<file path="src/rtl/df_tile_sequencer_if.sv">
// Tile descriptor channel between the sequencer and the DMA/array side.
// The sequencer presents one descriptor per transfer; the consumer accepts it with i_tile_ready.
interface df_tile_sequencer_if #(
   parameter int ADRW = 32
);

   logic            o_tile_valid;
   logic            i_tile_ready;
   logic [ADRW-1:0] o_psums_addr;
   logic [ADRW-1:0] o_ifmaps_addr;
   logic [ADRW-1:0] o_weights_addr;
   logic [11:0]     o_x_idx;
   logic [11:0]     o_y_idx;
   logic [11:0]     o_k_idx;
   logic [11:0]     o_c_idx;
   logic            o_first_c;
   logic            o_last_c;

   modport master (
      output o_tile_valid,
      input  i_tile_ready,
      output o_psums_addr,
      output o_ifmaps_addr,
      output o_weights_addr,
      output o_x_idx,
      output o_y_idx,
      output o_k_idx,
      output o_c_idx,
      output o_first_c,
      output o_last_c
   );

   modport slave (
      input  o_tile_valid,
      output i_tile_ready,
      input  o_psums_addr,
      input  o_ifmaps_addr,
      input  o_weights_addr,
      input  o_x_idx,
      input  o_y_idx,
      input  o_k_idx,
      input  o_c_idx,
      input  o_first_c,
      input  o_last_c
   );

endinterface

</file>
<file path="src/rtl/df_tile_sequencer.sv">
// Dataflow tile sequencer: walks a four-deep tile loop nest (k outer, then y, then x,
// with c innermost) and emits one tile descriptor (indices plus psums/ifmaps/weights
// addresses) per accepted transfer. Addresses are built incrementally from per-level
// base registers, so no multipliers are needed.
module df_tile_sequencer #(
   parameter int ADRW = 32
) (
   input  logic            i_clk,
   input  logic            i_rst,
   input  logic            i_start,
   input  logic            i_abort,
   input  logic [11:0]     i_x_lim,
   input  logic [11:0]     i_y_lim,
   input  logic [11:0]     i_k_lim,
   input  logic [11:0]     i_c_lim,
   input  logic [11:0]     i_psums_x_step,
   input  logic [23:0]     i_psums_y_step,
   input  logic [23:0]     i_psums_k_step,
   input  logic [11:0]     i_ifmaps_x_step,
   input  logic [23:0]     i_ifmaps_y_step,
   input  logic [23:0]     i_ifmaps_c_step,
   input  logic [11:0]     i_weights_k_step,
   input  logic [23:0]     i_weights_c_step,
   input  logic [ADRW-1:0] i_psums_base,
   input  logic [ADRW-1:0] i_ifmaps_base,
   input  logic [ADRW-1:0] i_weights_base,
   df_tile_sequencer_if.master tile,
   output logic            o_busy,
   output logic            o_done
);

   typedef enum logic [1:0] {
      IDLE  = 2'd0,
      ISSUE = 2'd1,
      DONE  = 2'd2
   } state_t;

   state_t state;

   // Configuration captured at start so the sweep is immune to input changes.
   logic [11:0]     x_lim_q;
   logic [11:0]     y_lim_q;
   logic [11:0]     k_lim_q;
   logic [11:0]     c_lim_q;
   logic [ADRW-1:0] px_step;
   logic [ADRW-1:0] py_step;
   logic [ADRW-1:0] pk_step;
   logic [ADRW-1:0] ix_step;
   logic [ADRW-1:0] iy_step;
   logic [ADRW-1:0] ic_step;
   logic [ADRW-1:0] wk_step;
   logic [ADRW-1:0] wc_step;
   logic [ADRW-1:0] ifmaps_base_q;

   // Loop indices.
   logic [11:0]     x_idx;
   logic [11:0]     y_idx;
   logic [11:0]     k_idx;
   logic [11:0]     c_idx;

   // Per-level address bases: each holds the address with all inner indices at zero.
   logic [ADRW-1:0] p_k_base;
   logic [ADRW-1:0] p_y_base;
   logic [ADRW-1:0] i_y_base;
   logic [ADRW-1:0] i_xy_base;
   logic [ADRW-1:0] w_k_base;

   // Registered descriptor outputs.
   logic            tile_valid;
   logic [ADRW-1:0] psums_addr;
   logic [ADRW-1:0] ifmaps_addr;
   logic [ADRW-1:0] weights_addr;
   logic            first_c;
   logic            last_c;
   logic            busy;
   logic            done;

   logic            c_wrap;
   logic            x_wrap;
   logic            y_wrap;
   logic            k_wrap;
   logic            last_tile;

   assign c_wrap    = (c_idx == c_lim_q);
   assign x_wrap    = (x_idx == x_lim_q);
   assign y_wrap    = (y_idx == y_lim_q);
   assign k_wrap    = (k_idx == k_lim_q);
   assign last_tile = c_wrap && x_wrap && y_wrap && k_wrap;

   assign tile.o_tile_valid   = tile_valid;
   assign tile.o_psums_addr   = psums_addr;
   assign tile.o_ifmaps_addr  = ifmaps_addr;
   assign tile.o_weights_addr = weights_addr;
   assign tile.o_x_idx        = x_idx;
   assign tile.o_y_idx        = y_idx;
   assign tile.o_k_idx        = k_idx;
   assign tile.o_c_idx        = c_idx;
   assign tile.o_first_c      = first_c;
   assign tile.o_last_c       = last_c;
   assign o_busy              = busy;
   assign o_done              = done;

   // Sequencer FSM: captures configuration, advances the loop nest on each transfer
   // and updates the incremental address registers alongside the indices.
   always_ff @(posedge i_clk) begin
      if (i_rst) begin
         state         <= IDLE;
         x_lim_q       <= '0;
         y_lim_q       <= '0;
         k_lim_q       <= '0;
         c_lim_q       <= '0;
         px_step       <= '0;
         py_step       <= '0;
         pk_step       <= '0;
         ix_step       <= '0;
         iy_step       <= '0;
         ic_step       <= '0;
         wk_step       <= '0;
         wc_step       <= '0;
         ifmaps_base_q <= '0;
         x_idx         <= '0;
         y_idx         <= '0;
         k_idx         <= '0;
         c_idx         <= '0;
         p_k_base      <= '0;
         p_y_base      <= '0;
         i_y_base      <= '0;
         i_xy_base     <= '0;
         w_k_base      <= '0;
         tile_valid    <= 1'b0;
         psums_addr    <= '0;
         ifmaps_addr   <= '0;
         weights_addr  <= '0;
         first_c       <= 1'b0;
         last_c        <= 1'b0;
         busy          <= 1'b0;
         done          <= 1'b0;
      end else if (i_abort) begin
         state      <= IDLE;
         tile_valid <= 1'b0;
         busy       <= 1'b0;
         done       <= 1'b0;
      end else begin
         case (state)
            IDLE: begin
               done <= 1'b0;
               if (i_start) begin
                  x_lim_q       <= i_x_lim;
                  y_lim_q       <= i_y_lim;
                  k_lim_q       <= i_k_lim;
                  c_lim_q       <= i_c_lim;
                  px_step       <= ADRW'(i_psums_x_step);
                  py_step       <= ADRW'(i_psums_y_step);
                  pk_step       <= ADRW'(i_psums_k_step);
                  ix_step       <= ADRW'(i_ifmaps_x_step);
                  iy_step       <= ADRW'(i_ifmaps_y_step);
                  ic_step       <= ADRW'(i_ifmaps_c_step);
                  wk_step       <= ADRW'(i_weights_k_step);
                  wc_step       <= ADRW'(i_weights_c_step);
                  ifmaps_base_q <= i_ifmaps_base;
                  x_idx         <= '0;
                  y_idx         <= '0;
                  k_idx         <= '0;
                  c_idx         <= '0;
                  p_k_base      <= i_psums_base;
                  p_y_base      <= i_psums_base;
                  psums_addr    <= i_psums_base;
                  i_y_base      <= i_ifmaps_base;
                  i_xy_base     <= i_ifmaps_base;
                  ifmaps_addr   <= i_ifmaps_base;
                  w_k_base      <= i_weights_base;
                  weights_addr  <= i_weights_base;
                  first_c       <= 1'b1;
                  last_c        <= (i_c_lim == 12'd0);
                  tile_valid    <= 1'b1;
                  busy          <= 1'b1;
                  state         <= ISSUE;
               end
            end
            ISSUE: begin
               if (tile.i_tile_ready) begin
                  if (last_tile) begin
                     tile_valid <= 1'b0;
                     done       <= 1'b1;
                     state      <= DONE;
                  end else if (!c_wrap) begin
                     c_idx        <= c_idx + 12'd1;
                     ifmaps_addr  <= ifmaps_addr + ic_step;
                     weights_addr <= weights_addr + wc_step;
                     first_c      <= 1'b0;
                     last_c       <= (c_idx + 12'd1 == c_lim_q);
                  end else begin
                     c_idx        <= '0;
                     first_c      <= 1'b1;
                     last_c       <= (c_lim_q == 12'd0);
                     weights_addr <= w_k_base;
                     if (!x_wrap) begin
                        x_idx       <= x_idx + 12'd1;
                        psums_addr  <= psums_addr + px_step;
                        i_xy_base   <= i_xy_base + ix_step;
                        ifmaps_addr <= i_xy_base + ix_step;
                     end else begin
                        x_idx <= '0;
                        if (!y_wrap) begin
                           y_idx       <= y_idx + 12'd1;
                           p_y_base    <= p_y_base + py_step;
                           psums_addr  <= p_y_base + py_step;
                           i_y_base    <= i_y_base + iy_step;
                           i_xy_base   <= i_y_base + iy_step;
                           ifmaps_addr <= i_y_base + iy_step;
                        end else begin
                           y_idx        <= '0;
                           k_idx        <= k_idx + 12'd1;
                           p_k_base     <= p_k_base + pk_step;
                           p_y_base     <= p_k_base + pk_step;
                           psums_addr   <= p_k_base + pk_step;
                           i_y_base     <= ifmaps_base_q;
                           i_xy_base    <= ifmaps_base_q;
                           ifmaps_addr  <= ifmaps_base_q;
                           w_k_base     <= w_k_base + wk_step;
                           weights_addr <= w_k_base + wk_step;
                        end
                     end
                  end
               end
            end
            DONE: begin
               done  <= 1'b0;
               busy  <= 1'b0;
               state <= IDLE;
            end
            default: begin
               tile_valid <= 1'b0;
               busy       <= 1'b0;
               done       <= 1'b0;
               state      <= IDLE;
            end
         endcase
      end
   end

endmodule
</file>
<file path="src/flat_wrapper.sv">
// flat-port wrapper written by rule: the top's interface ports become plain ports
module df_tile_sequencer_flat 
#(
   parameter int ADRW = 32
)
  (i_clk, i_rst, i_start, i_abort, i_x_lim, i_y_lim, i_k_lim, i_c_lim, i_psums_x_step, i_psums_y_step, i_psums_k_step, i_ifmaps_x_step, i_ifmaps_y_step, i_ifmaps_c_step, i_weights_k_step, i_weights_c_step, i_psums_base, i_ifmaps_base, i_weights_base, o_busy, o_done, tile_o_tile_valid, tile_i_tile_ready, tile_o_psums_addr, tile_o_ifmaps_addr, tile_o_weights_addr, tile_o_x_idx, tile_o_y_idx, tile_o_k_idx, tile_o_c_idx, tile_o_first_c, tile_o_last_c);
  df_tile_sequencer_if #(.ADRW(ADRW)) tile_i ();
  input  logic i_clk;
  input  logic i_rst;
  input  logic i_start;
  input  logic i_abort;
  input  logic [11:0] i_x_lim;
  input  logic [11:0] i_y_lim;
  input  logic [11:0] i_k_lim;
  input  logic [11:0] i_c_lim;
  input  logic [11:0] i_psums_x_step;
  input  logic [23:0] i_psums_y_step;
  input  logic [23:0] i_psums_k_step;
  input  logic [11:0] i_ifmaps_x_step;
  input  logic [23:0] i_ifmaps_y_step;
  input  logic [23:0] i_ifmaps_c_step;
  input  logic [11:0] i_weights_k_step;
  input  logic [23:0] i_weights_c_step;
  input  logic [ADRW-1:0] i_psums_base;
  input  logic [ADRW-1:0] i_ifmaps_base;
  input  logic [ADRW-1:0] i_weights_base;
  output logic o_busy;
  output logic o_done;
  output wire logic [$bits(tile_i.o_tile_valid)-1:0] tile_o_tile_valid;
  input wire logic [$bits(tile_i.i_tile_ready)-1:0] tile_i_tile_ready;
  output wire logic [$bits(tile_i.o_psums_addr)-1:0] tile_o_psums_addr;
  output wire logic [$bits(tile_i.o_ifmaps_addr)-1:0] tile_o_ifmaps_addr;
  output wire logic [$bits(tile_i.o_weights_addr)-1:0] tile_o_weights_addr;
  output wire logic [$bits(tile_i.o_x_idx)-1:0] tile_o_x_idx;
  output wire logic [$bits(tile_i.o_y_idx)-1:0] tile_o_y_idx;
  output wire logic [$bits(tile_i.o_k_idx)-1:0] tile_o_k_idx;
  output wire logic [$bits(tile_i.o_c_idx)-1:0] tile_o_c_idx;
  output wire logic [$bits(tile_i.o_first_c)-1:0] tile_o_first_c;
  output wire logic [$bits(tile_i.o_last_c)-1:0] tile_o_last_c;
  assign tile_o_tile_valid = tile_i.o_tile_valid;
  assign tile_i.i_tile_ready = tile_i_tile_ready;
  assign tile_o_psums_addr = tile_i.o_psums_addr;
  assign tile_o_ifmaps_addr = tile_i.o_ifmaps_addr;
  assign tile_o_weights_addr = tile_i.o_weights_addr;
  assign tile_o_x_idx = tile_i.o_x_idx;
  assign tile_o_y_idx = tile_i.o_y_idx;
  assign tile_o_k_idx = tile_i.o_k_idx;
  assign tile_o_c_idx = tile_i.o_c_idx;
  assign tile_o_first_c = tile_i.o_first_c;
  assign tile_o_last_c = tile_i.o_last_c;
  df_tile_sequencer #(.ADRW(ADRW)) u_core (.i_clk(i_clk), .i_rst(i_rst), .i_start(i_start), .i_abort(i_abort), .i_x_lim(i_x_lim), .i_y_lim(i_y_lim), .i_k_lim(i_k_lim), .i_c_lim(i_c_lim), .i_psums_x_step(i_psums_x_step), .i_psums_y_step(i_psums_y_step), .i_psums_k_step(i_psums_k_step), .i_ifmaps_x_step(i_ifmaps_x_step), .i_ifmaps_y_step(i_ifmaps_y_step), .i_ifmaps_c_step(i_ifmaps_c_step), .i_weights_k_step(i_weights_k_step), .i_weights_c_step(i_weights_c_step), .i_psums_base(i_psums_base), .i_ifmaps_base(i_ifmaps_base), .i_weights_base(i_weights_base), .tile(tile_i), .o_busy(o_busy), .o_done(o_done));
endmodule
</file>
<file path="config.mk">
export PLATFORM = sky130hd
export DESIGN_NAME = df_tile_sequencer_flat
export DESIGN_NICKNAME = d
export VERILOG_FILES = /design/src/rtl/df_tile_sequencer_if.sv /design/src/rtl/df_tile_sequencer.sv /design/src/flat_wrapper.sv
export SDC_FILE = /design/constraint.sdc
export NUM_CORES = 2
export LEC_CHECK = 0
export CORE_ASPECT_RATIO = 0.75
export CORE_MARGIN = 2
export CORE_UTILIZATION = 51
export CTS_BUF_LIST = sky130_fd_sc_hd__clkbuf_16
export CTS_CLUSTER_SIZE = 14
export DETAILED_ROUTE_END_ITERATION = 10
export PLACE_DENSITY = 0.78
export SYNTH_ARGS = -nofsm -noshare
export SYNTH_HDL_FRONTEND = slang
export SYNTH_SLANG_ARGS = --single-unit
</file>
<file path="constraint.sdc">
create_clock -name i_clk -period 2.9 [get_ports i_clk]
set_input_delay 0.725 -clock i_clk [delete_from_list [all_inputs] [get_ports i_clk]]
set_output_delay 0.725 -clock i_clk [all_outputs]
set_load 0.01 [all_outputs]
</file>
# Word-level counts from Yosys, hierarchy flattened
# Cells that the tools add are included.
dict set report totals {
  in_bits 305
  reg_bits 547
  output_inout_bits 149
  word_cells 163
}
dict set report op_classes {
  eq_ne 14
  n_reduce_logical 18
  addsub 12
  n_mux 85
  n_bitwise 3
}
# cell n
set ops {}
lappend ops {{$mux W32} 37}
lappend ops {{$pmux W32 S2} 8}
lappend ops {{$mux W12} 18}
lappend ops {{$add A32 B24 Y32} 5}
lappend ops {{$add A32 B12 Y32} 3}
lappend ops {{$pmux W12 S2} 4}
lappend ops {{$eq A12 B12 Y1} 5}
lappend ops {{$add A12 B1 Y12 const B} 4}
lappend ops {{$logic_not A12 Y1} 2}
lappend ops {{$mux W1} 10}
lappend ops {{$ne A2 B1 Y1 const B} 4}
lappend ops {{$reduce_and A8 Y1} 1}
lappend ops {{$reduce_and A7 Y1} 1}
lappend ops {{$mux W2} 3}
lappend ops {{$ne A2 B2 Y1 const B} 3}
lappend ops {{$pmux W1 S2} 3}
lappend ops {{$reduce_and A3 Y1} 2}
lappend ops {{$reduce_and A6 Y1} 1}
lappend ops {{$reduce_and A5 Y1} 1}
lappend ops {{$pmux W2 S2} 1}
lappend ops {{$reduce_and A2 Y1} 2}
lappend ops {{$reduce_and A4 Y1} 1}
lappend ops {{$logic_and A1 B1 Y1} 3}
lappend ops {{$not A1 Y1} 3}
lappend ops {{other kinds (7)} 7}

# Longest topological paths before layout
dict set report logic_depth {
  depth_word 7
  ltp_mapped 14
  depth_no_buf 13
}

# Worst setup path after synthesis
# OpenSTA, ideal clock, no wires.
dict set report synth_path {
  path_type {register to register}
  start {register u_core.i_y_base[0]}
  end {register u_core.ifmaps_addr[20], in the netlist u_core.tile.o_ifmaps_addr[20]}
  required_time_ps 2768
  period_less_slack_ps 3202
  setup_slack_ps -302
  arrival_time_ps 3070
  n_path_buf 1
  stages_incl_launch_ff 14
  path_cell_list {dfxtp_1 > ha_1 > fa_1 > a211oi_1 > o21a_1 > or3_1 > a21oi_1 > a21boi_0 > clkbuf_1 > a21oi_1 > a2111oi_0 > o21ai_0 > a221oi_1 > nor3_1}
}
dict set report synth_between {
  elab_chain_len 7
}
# element line_no
set synth_rtl {}
lappend synth_rtl {{start: declaration} df_tile_sequencer.sv:64} ;# logic [ADRW-1:0] i_y_base;
lappend synth_rtl {{start signal: assignment} df_tile_sequencer.sv:168} ;# i_y_base <= i_ifmaps_base;
lappend synth_rtl {{start signal: assignment} df_tile_sequencer.sv:208} ;# i_y_base <= i_y_base + iy_step;
lappend synth_rtl {{start signal: assignment} df_tile_sequencer.sv:217} ;# i_y_base <= ifmaps_base_q;
lappend synth_rtl {{$add A32 B24 Y32} df_tile_sequencer.sv:210} ;# ifmaps_addr <= i_y_base + iy_step;
lappend synth_rtl {{$mux W32} df_tile_sequencer.sv:204} ;# if (!y_wrap) begin
lappend synth_rtl {{$mux W32} df_tile_sequencer.sv:197} ;# if (!x_wrap) begin
lappend synth_rtl {{$mux W32} df_tile_sequencer.sv:186} ;# end else if (!c_wrap) begin
lappend synth_rtl {{$mux W32} df_tile_sequencer.sv:182} ;# if (last_tile) begin
lappend synth_rtl {{$mux W32} df_tile_sequencer.sv:181} ;# if (tile.i_tile_ready) begin
lappend synth_rtl {{$pmux W32 S2} df_tile_sequencer.sv:144} ;# case (state)
lappend synth_rtl {{end signal: assignment} df_tile_sequencer.sv:188} ;# ifmaps_addr <= ifmaps_addr + ic_step;
lappend synth_rtl {{end signal: assignment} df_tile_sequencer.sv:201} ;# ifmaps_addr <= i_xy_base + ix_step;
lappend synth_rtl {{end signal: assignment} df_tile_sequencer.sv:210}
lappend synth_rtl {{end: declaration} df_tile_sequencer.sv:71} ;# logic [ADRW-1:0] ifmaps_addr;
# No other way between the ends. The select of a mux whose other input is x is not followed.
# A chain may end at the register's enable or synchronous reset.

# Worst setup path in the final report
dict set report layout_path {
  start {register u_core.pk_step[6]}
  end {register u_core.p_y_base[31]}
}
dict set report layout_between {
  elab_chain_len 7
}
# element line_no
set layout_rtl {}
lappend layout_rtl {{start: declaration} df_tile_sequencer.sv:47} ;# logic [ADRW-1:0] pk_step;
lappend layout_rtl {{start signal: assignment} df_tile_sequencer.sv:154} ;# pk_step <= ADRW'(i_psums_k_step);
lappend layout_rtl {{$add A32 B24 Y32} df_tile_sequencer.sv:215} ;# p_y_base <= p_k_base + pk_step;
lappend layout_rtl {{$mux W32} df_tile_sequencer.sv:204}
lappend layout_rtl {{$mux W32} df_tile_sequencer.sv:197}
lappend layout_rtl {{$mux W32} df_tile_sequencer.sv:186}
lappend layout_rtl {{$mux W32} df_tile_sequencer.sv:182}
lappend layout_rtl {{$mux W32} df_tile_sequencer.sv:181}
lappend layout_rtl {{$pmux W32 S2} df_tile_sequencer.sv:144}
lappend layout_rtl {{end signal: assignment} df_tile_sequencer.sv:166} ;# p_y_base <= i_psums_base;
lappend layout_rtl {{end signal: assignment} df_tile_sequencer.sv:206} ;# p_y_base <= p_y_base + py_step;
lappend layout_rtl {{end signal: assignment} df_tile_sequencer.sv:215}
lappend layout_rtl {{end: declaration} df_tile_sequencer.sv:63} ;# logic [ADRW-1:0] p_y_base;
# No other way between the ends. The select of a mux whose other input is x is not followed.

==> impl_metrics.ini <==
[timing]
skew_ps = 20.7
finalSetupViolCount = 45
finalHoldViolations = 0
hold_ws_ps = 379
post-route-period-util_pct = 106
finalWorstSetupSlack_ps = -169
rsz0062_at_grt = true
slew_headroom_pct = 50.8
fin_crit_ps = 3070
finalMaxSlewViolations = 0
max_freq_mhz = 326
worst_pin_slew_ps = 739

[setup_path]
rr_startpoint = u_core.pk_step[6]$_SDFFE_PP0P_
startpoint_type = flip-flop
r2r-end = u_core.p_y_base[31]$_SDFFE_PP0P_
critical_path_class = reg2reg
crit_path_end_kind = flip-flop
regToRegSetupSlack_ps = -170
reg2reg_depth = 12
cp_data_arrival_time_ps = 3610
critPathRequiredTime_ps = 3440
crit_path_max_fanout = 3

[layout]
drive_gt1_share_pct = 23.7
area_delta_synth_final_pct = 46.8
fin_cells = 6314
fin_area_um2 = 48700
utilization_pct = 76.1
nets = 5874

[grt]
grt_max_degree = 130
grt_pass1_vias = 35574
grt_usage_pct = 38.4
grt_pass1_wl_um = 204000
antenna_found_initial = 7
grt_overflow = 0

[run_status]
violations = negative setup slack
outcome = complete, but fails checks

[routing]
dr.first_iter.drc_count = 5109
viasPerCell = 6.20
wirelength_um = 141000
top_layer = met4
wl_per_cell_um = 22.4
met1Wirelength_um = 56200
met3_length_um = 15400
drtPass1Iterations = 9
drc = 0
vias = 39146
wl_met2_um = 60500
antenna_left = 0

[clocking]
cts_made_buffers = 57
clk_pin_slew_ps = 70
cts_max_level = 2
cts-root-buf = clkbuf_16
cts_sinks = 547
insertion_delay_ps = 640
cts_tree = yes
ctsLongestPathBuffers = 3

[place]
dp.cells = 6099
placed_cell_area_um2 = 43000
port-buffer-count = 453
dp_hpwl_um = 99000
gp_congestion = 1.03

[floorplan]
start_util_pct = 51.9
fp.dieW_um = 299
rows = 80
top_level_ports = 454
die_h_um = 225
coreArea_um2 = 64000
die_area_um2 = 67100

[logic_synthesis]
synth_top_area_share_pct = 33.0
syn_inst = 4450
synth_async_sr_flop_share_pct = 0
synthesis.area_um2 = 33200
synth_edf_count = 0
avgSynthCellArea_um2 = 7.46
netlist_top_cells_count = nand2_1 (859), dfxtp_1 (547), a21oi_1 (532)
yosysUniqueCellTypes = 80
ys_ff_latch = 547
synth_top_area_cell = dfxtp_1
yosysMostFrequentCell = nand2_1
yosysSeqAreaShare_pct = 33.0
synth_area_leaders = dfxtp_1 (33%), nand2_1 (9.7%), a21oi_1 (8.0%), ha_1 (6.0%), nor2_1 (5.2%)
yosys_warnings = 0
synthFlopType = dfxtp_1
syn-num-nets = 4923

[power]
p_per_area_nw_per_um2 = 499
swShare_pct = 34.0
p_comb_share_pct = 31.9
clockPowerShare_pct = 32.4
p_int_w = 0.0161
seq_power_share_pct = 35.7
power.leakage_nw = 19.9
p_switching_w = 0.00825
vdd_ir_drop_max_mv = 0.457

[min_path]
min_delay_path_depth = 2
min_path_type = in2reg
min_to = u_core.tile.o_ifmaps_addr[0]$_SDFFE_PP0P_
worstHoldStart = i_rst

[run]
max_cap_violations = 0
==> worst max-delay path, cell delays in order, from the launching register on <==
cell and delay, ps:
dfxtp_4 350, ha_4 290, nand3_4 70, or4_4 570
a211o_1 340, a31oi_4 300, buf_6 130, o21a_1 150
nand3_2 140, xor2_2 190, nor3_2 170, a211oi_1 70
a311oi_1 220
==> cells by family after synthesis <==
logic type	synth area share [%]
XOR/XNOR	7.18
AND/OR/NAND/NOR	22.8
AO/OA/AOI/OAI	25.5
adder cells (fa/ha/maj)	6.52
flip-flops	33.0
multiplexers	1.07
buffers and inverters	3.91
==> stage by stage <==
stage	total power (W)	setup TNS, ps	worst slack [ps]
after CTS	0.0233	-1210	-151
after floorplan	0.0120	-34.2	-28.6
after global placement	0.0153	-29590	-361
after detailed placement	0.0153	-39580	-407
final	0.0243	-2360	-169
after global routing	0.0250	-9470	-292
==> layout by cell type, fill, tap and decap left out, types with 16 or more instances in the layout <==
cell,Yosys,layout
nand2b_1,25,19
ha_1,160,131
o31ai_1,32,23
nand4_1,39,39
a22oi_1,20,17
buf_4,0,627
dfxtp_1,547,498
o21bai_1,20,17
dfxtp_2,0,42
buf_12,0,39
a21oi_1,532,486
mux2i_1,30,26
o21ai_2,1,28
nor2b_1,21,16
nand3_1,91,78
and3_1,55,46
ha_4,0,28
o21a_1,25,24
xnor2_1,136,120
nor3_1,82,67
or3_1,25,22
nand2_1,859,844
nor2_1,456,426
a211o_1,17,17
a311oi_1,43,38
a21o_1,69,69
a31oi_1,44,32
o21ai_0,214,152
inv_1,55,61
nor2_2,2,26
a21oi_2,1,40
o211ai_1,45,45
xor2_1,136,123
a211oi_1,101,74
clkbuf_16,0,62
o21ai_1,4,33
a211oi_2,1,24
buf_6,0,41
clkdlybuf4s50_1,0,452
==> registers in the layout (all words and copies together), names as in the netlist, 24 cells and up <==
register,count
u_core.iy_step,24
u_core.pk_step,24
u_core.p_y_base,32
u_core.tile.o_ifmaps_addr,32
u_core.wc_step,24
u_core.ifmaps_base_q,32
u_core.w_k_base,32
u_core.i_y_base,32
u_core.ic_step,24
u_core.p_k_base,32
u_core.i_xy_base,32
u_core.py_step,24
u_core.tile.o_psums_addr,32
u_core.tile.o_weights_addr,32
==> power by group through the flow <==
stage | clock, W | combinational (W) | sequential (W)
4_1_cts | 0.00788 | 0.00686 | 0.00860
6_report | 0.00787 | 0.00776 | 0.00867
3_5_place_dp | 0 | 0.00661 | 0.00874
5_1_grt | 0.00815 | 0.00816 | 0.00871
3_3_place_gp | 0 | 0.00654 | 0.00873
2_1_floorplan | 0 | 0.00334 | 0.00864
==> routing by layer <==
layer | track usage, % | vias up
met5 | 0 | -
met4 | 20.4 | 0
met3 | 6.70 | 518
met2 | 58.1 | 2413
met1 | 52.1 | 18428
li1 | - | 17787
==> final cells by class <==
cell class / count / area, um^2
Sequential cell: 547 / 11000
Multi-Input combinational cell: 3571 / 23700
Tap cell: 861 / 1080
Antenna cell: 7 / 17.5
Fill cell: 4545 / 15300
Inverter: 55 / 206
Timing Repair Buffer: 1169 / 10700
Clock inverter: 47 / 493
Clock buffer: 57 / 1430
==> what timing repair did <==
item                       CTS  global route
setup buffers               37            66
hold buffers                 0             0
cloned                       2             6
resized for setup          211           416
pin swaps                  116           234
setup endpoints to repair  141           229
==> worst max path at each step <==
stage | startpoint | slack [ps] | cells after the start | to
after global routing | u_core.py_step[0]$_SDFFE_PP0P_ | -290 | 13 | u_core.tile.o_psums_addr[16]$_SDFFE_PP0P_
after global placement | u_core.i_y_base[0]$_SDFFE_PP0P_ | -360 | 13 | u_core.tile.o_ifmaps_addr[26]$_SDFFE_PP0P_
after floorplan | u_core.i_y_base[0]$_SDFFE_PP0P_ | -30 | 13 | u_core.tile.o_ifmaps_addr[20]$_SDFFE_PP0P_
after CTS | u_core.py_step[0]$_SDFFE_PP0P_ | -150 | 13 | u_core.tile.o_psums_addr[16]$_SDFFE_PP0P_
final | u_core.pk_step[6]$_SDFFE_PP0P_ | -170 | 12 | u_core.p_y_base[31]$_SDFFE_PP0P_
after detailed placement | u_core.iy_step[0]$_SDFFE_PP0P_ | -410 | 13 | u_core.tile.o_ifmaps_addr[26]$_SDFFE_PP0P_
Note: power is estimated with default switching activity, not from simulation.
